<file path="config.mk">
export PLATFORM = sky130hd
export DESIGN_NAME = imem_fetch_arbiter
export DESIGN_NICKNAME = d
export VERILOG_FILES = /design/src/rtl/imem_fetch_arbiter.sv
export SDC_FILE = /design/constraint.sdc
export NUM_CORES = 1
export LEC_CHECK = 0
export ABC_AREA = 1
export CORE_MARGIN = 2
export CORE_UTILIZATION = 44
export CTS_CLUSTER_SIZE = 14
export DETAILED_ROUTE_END_ITERATION = 6
export GPL_TIMING_DRIVEN = 0
export PLACE_DENSITY = 0.87
export SLEW_MARGIN = 40
export SYNTH_ARGS = -nofsm -noshare
export SYNTH_HDL_FRONTEND = slang
export SYNTH_SLANG_ARGS = --single-unit
</file>
<file path="constraint.sdc">
create_clock -name clk -period 3.2 [get_ports clk]
set_input_delay 0.64 -clock clk [delete_from_list [all_inputs] [get_ports clk]]
set_output_delay 0.64 -clock clk [all_outputs]
set_load 0.01 [all_outputs]
</file>
<file path="src/rtl/imem_fetch_arbiter.sv">
// imem_fetch_arbiter
// Instruction-fetch stage that shares a single instruction-memory port with a
// program loader. In normal operation it fetches one word per cycle into the
// IF/ID register. The hazard unit can freeze it, a taken branch can redirect
// it, and the loader can take the port over to write program words.
//
// Ports
//   clk, reset       single clock, synchronous active-high reset
//   stall_i          hold the fetch stage
//   redirect_i       taken branch/jump: flush and restart at redirect_pc_i
//   redirect_pc_i    byte target of the redirect (low two bits dropped)
//   load_req_i       loader requests the memory port
//   load_addr_i      loader byte write address
//   load_data_i      loader write word
//   load_gnt_o       loader owns the memory port this cycle
//   mem_addr_o       byte address to instruction memory
//   mem_we_o         memory write enable
//   mem_wdata_o      memory write word
//   mem_rdata_i      combinational read data from memory
//   pc_o             PC of instr_o
//   instr_o          fetched instruction (IF/ID register)
//   instr_valid_o    instr_o holds a real instruction
//   misalign_o       one-cycle pulse for a non-word-aligned redirect target

module imem_fetch_arbiter #(
  parameter int               WIDTH    = 32,
  parameter logic [WIDTH-1:0] RESET_PC = '0
) (
  input  logic             clk,
  input  logic             reset,
  input  logic             stall_i,
  input  logic             redirect_i,
  input  logic [WIDTH-1:0] redirect_pc_i,
  input  logic             load_req_i,
  input  logic [WIDTH-1:0] load_addr_i,
  input  logic [WIDTH-1:0] load_data_i,
  output logic             load_gnt_o,
  output logic [WIDTH-1:0] mem_addr_o,
  output logic             mem_we_o,
  output logic [WIDTH-1:0] mem_wdata_o,
  input  logic [WIDTH-1:0] mem_rdata_i,
  output logic [WIDTH-1:0] pc_o,
  output logic [WIDTH-1:0] instr_o,
  output logic             instr_valid_o,
  output logic             misalign_o
);

  typedef enum logic [1:0] {
    FETCH = 2'd0,
    STALL = 2'd1,
    LOAD  = 2'd2
  } state_t;

  state_t           state;
  logic [WIDTH-1:0] fetch_pc;
  logic [WIDTH-1:0] aligned_target;
  logic             target_misaligned;

  assign aligned_target    = {redirect_pc_i[WIDTH-1:2], 2'b00};
  assign target_misaligned = |redirect_pc_i[1:0];

  // Control FSM and all registered outputs. STALL with stall_i low behaves
  // exactly like FETCH: the held fetch_pc is already on the memory port, so
  // its word is captured on that same edge. Priority outside LOAD is
  // redirect, then load request, then stall. A redirect coinciding with a
  // load request still updates fetch_pc before the loader takes over, so
  // fetching resumes at the branch target once the load finishes.
  always_ff @(posedge clk) begin
    if (reset) begin
      state         <= FETCH;
      fetch_pc      <= RESET_PC;
      pc_o          <= '0;
      instr_o       <= '0;
      instr_valid_o <= 1'b0;
      misalign_o    <= 1'b0;
      load_gnt_o    <= 1'b0;
    end else begin
      case (state)
        LOAD: begin
          misalign_o <= 1'b0;
          if (!load_req_i) begin
            state      <= FETCH;
            load_gnt_o <= 1'b0;
          end
        end
        default: begin
          misalign_o <= redirect_i && target_misaligned;
          if (redirect_i) begin
            fetch_pc      <= aligned_target;
            instr_valid_o <= 1'b0;
            if (load_req_i) begin
              state      <= LOAD;
              load_gnt_o <= 1'b1;
            end else begin
              state <= FETCH;
            end
          end else if (load_req_i) begin
            state         <= LOAD;
            load_gnt_o    <= 1'b1;
            instr_valid_o <= 1'b0;
          end else if (stall_i) begin
            state <= STALL;
          end else begin
            state         <= FETCH;
            instr_o       <= mem_rdata_i;
            pc_o          <= fetch_pc;
            instr_valid_o <= 1'b1;
            fetch_pc      <= fetch_pc + WIDTH'(4);
          end
        end
      endcase
    end
  end

  // Memory port steering. The loader drives the port only while granted.
  // Otherwise the port always presents fetch_pc as a read, so a stalled
  // fetch keeps its address stable.
  always_comb begin
    mem_addr_o  = fetch_pc;
    mem_we_o    = 1'b0;
    mem_wdata_o = '0;
    if (state == LOAD) begin
      mem_addr_o  = load_addr_i;
      mem_we_o    = load_req_i;
      mem_wdata_o = load_data_i;
    end
  end

endmodule

</file>
==> results_dict.tcl <==
set metrics [dict create \
    combPwrFrac 0.252 \
    worstPathArrival_ns 2.42 \
    critical_path.max_stage_delay_ns 0.58 \
    syn_inst 822 \
    synth_top_area_cell "dfxtp_1" \
    synth_area_leaders "dfxtp_1, nand2_1, nor2_1, o21ai_0, a21oi_1" \
    required_ns 2.56 \
    num_rows 39 \
    cp_slowest_cell "clkdlybuf4s50_1" \
    yosys_warnings 0 \
    drc 0 \
    grt_setup_unrepaired "no" \
    cts_max_level 3 \
    hp-class "reg -> reg" \
    fp.dieArea_um2 12700 \
    drv_cap 0 \
    cts_resized 0 \
    cts-root-buf "clkbuf_16" \
    total_power_mw 3.25 \
    grt.busiest_layer "met2" \
    insertion_delay_ns 0.35 \
    met1_usage 0.400 \
    reg2reg_setup_slack_ns 0.94 \
    start_util 0.453 \
    seqCellArea_um2 1940 \
    final_common_cell "clkdlybuf4s50_1" \
    p_clk_frac 0.335 \
    hold_end "instr_o[21]" \
    hold_violations 0 \
    finalSetupTns_ns 0 \
    port_buffers 261 \
    cts_tree "yes" \
    grt_max_degree 19 \
    dp_cells 1227 \
    seq_area_frac_synth 0.374 \
    syn_to_final_growth_pct 59.7 \
    endpoint_kind "output pin" \
    rr_worst_depth 10 \
    min_period_over_period 0.957 \
    p_int_mw 2.27 \
    min-delay-start "instr_o[21]" \
    utilization 0.723 \
    switching_share 0.300 \
    cp-start-kind "flip-flop" \
    synth-seq-cells 97 \
    whs_path_depth 2 \
    crit_path_cell_trace "inv_1 -> nor2_4 -> buf_2 -> clkbuf_1 -> nand2_1 -> o21ai_0 -> clkdlybuf4s50_1" \
    p_sw_mw 0.974 \
    slew_violations 0 \
    vias_per_cell 5.09 \
    reg2reg_from "state[1]" \
    yosysUniqueCellTypes 30 \
    vias 6333 \
    total_leakage_power_nw 3.26 \
    core_area_um2 11500 \
    routabilityCongestion 0.948 \
    post_cts.repair.setup_buffers 0 \
    dr.pass1.iters 5 \
    worst_slew_pin_slew_ns 0.692 \
    grt_usage 0.305 \
    fin_cells 1243 \
    die_h_um 113 \
    hold_buffers 0 \
    holdWs_ns 0.483 \
    outcome "complete, no violations" \
    use_met2 0.502 \
    antenna_cells 0 \
    wirelength_um 19800 \
    dp_hpwl_um 15800 \
    pwr-share-seq 0.412 \
    grt_pass1_wl_um 31000 \
    wl_per_cell_um 15.9 \
    yosysTopAreaCellShare 0.374 \
    cp_max_fo 10 \
    fin_worst_skew_ns 0.00727 \
    grt_antenna_before_repair 0 \
    peakVddDrop_mv 0.312 \
    ios 265 \
    clockBufferDepth 2 \
    multi_input_area_um2 2740 \
    path_clk_slew_ns 0.07 \
    final_cell_mix "clkdlybuf4s50_1, nand2_1, nor2_1, o21ai_0, dfxtp_1" \
    fmax_ghz 0.327 \
    die_w_um 113 \
    fin_crit_ns 3.06 \
    setup_viol 0 \
    overflow 0 \
    crit_type "reg -> out" \
    power_density_nw_per_um2 392 \
    use_met3 0.0637 \
    drt_iter0_drc 609 \
    grt_pass1_vias 6035 \
    synth_area_um2 5190 \
    slew_headroom 0.539 \
    final_antenna_net_count 0 \
    numCtsBuffers 9 \
    layout.nets 1232 \
    final_layout_size_suffix_gt1_frac 0.0673 \
    nFillCells 955 \
    cts_sinks 97 \
    syn_area_per_cell_um2 6.31 \
    r2r_end "pc_o[11]" \
]
## critical path: cells and delay by family, from the launching register on
family | cells | cell delay (ns)
buffers and inverters | 4 | 1.40
flip-flops | 1 | 0.31
AND/OR/NAND/NOR | 2 | 0.26
AO/OA/AOI/OAI | 1 | 0.10
## final cells by class
cell class	count	area share
clock inverters	6	0.00755
repair buffers	261	0.315
flip-flops and latches	97	0.234
clock buffers	10	0.0288
plain buffers	48	0.0261
well taps	143	0.0216
multi-input cells	600	0.331
inverters	78	0.0356
## metrics by stage
| stage | setup WS (ns) | cell area [um2] |
|---|---|---|
| after floorplan | 1.45 | 5190 |
| after global placement | 0.546 | 7990 |
| after detailed placement | 0.491 | 7990 |
| after CTS | 0.121 | 8290 |
| after global routing | 0.00604 | 8290 |
| final | 0.139 | 8290 |
## how the worst max path moves through the flow
stage	startpoint	to
final	state[1]	mem_addr_o[29]
after global routing	state[1]	mem_addr_o[29]
after CTS	state[1]	mem_addr_o[29]
after detailed placement	state[1]	mem_addr_o[29]
after global placement	state[1]	mem_addr_o[25]
after floorplan	state[1]	mem_addr_o[24]
## cells in the mapped netlist
library cell,instances
nand2_1,186
nor2_1,157
o21ai_0,109
dfxtp_1,97
inv_1,75
a21oi_1,57
nand3_1,30
clkbuf_1,28
buf_2,14
nor2_2,12
nand2_2,9
o21ai_1,9
nor2_4,8
buf_4,5
ha_1,4
a21oi_2,3
nor3_1,3
a211oi_1,2
inv_2,2
nand2_4,2
a221oi_1,1
a31oi_1,1
and2_1,1
buf_1,1
conb_1,1
inv_4,1
nor2_8,1
o31ai_1,1
o31ai_2,1
or4_1,1
## power by group through the flow
stage	sequential (mW)	combinational [mW]	clock, mW
floorplan	1.37	0.318	0
global placement	1.36	0.801	0
detailed placement	1.36	0.812	0
CTS	1.34	0.815	1.09
global route	1.35	0.886	1.13
finish	1.34	0.819	1.09
## flip-flops by register name, indices dropped and copies added, names as in the netlist
name and count:
fetch_pc 30, instr_o 32, instr_valid_o 1, load_gnt_o 1
misalign_o 1, pc_o 30, state 2
## kinds of logic after synthesis
logic type,synth area share
AOI/OAI and AO/OA,0.183
adders and majority gates,0.00964
buffers and inverters,0.0986
DFF,0.374
other,0.000723
and+or+nand+nor,0.333
## per-layer routing
layer  wire length, um  up-vias
met5                 0        -
met1              8280     2840
met4               495        0
met2              9220      316
met3              1820       34
li1                  -     3143
Note: power is estimated with default switching activity, not from simulation.
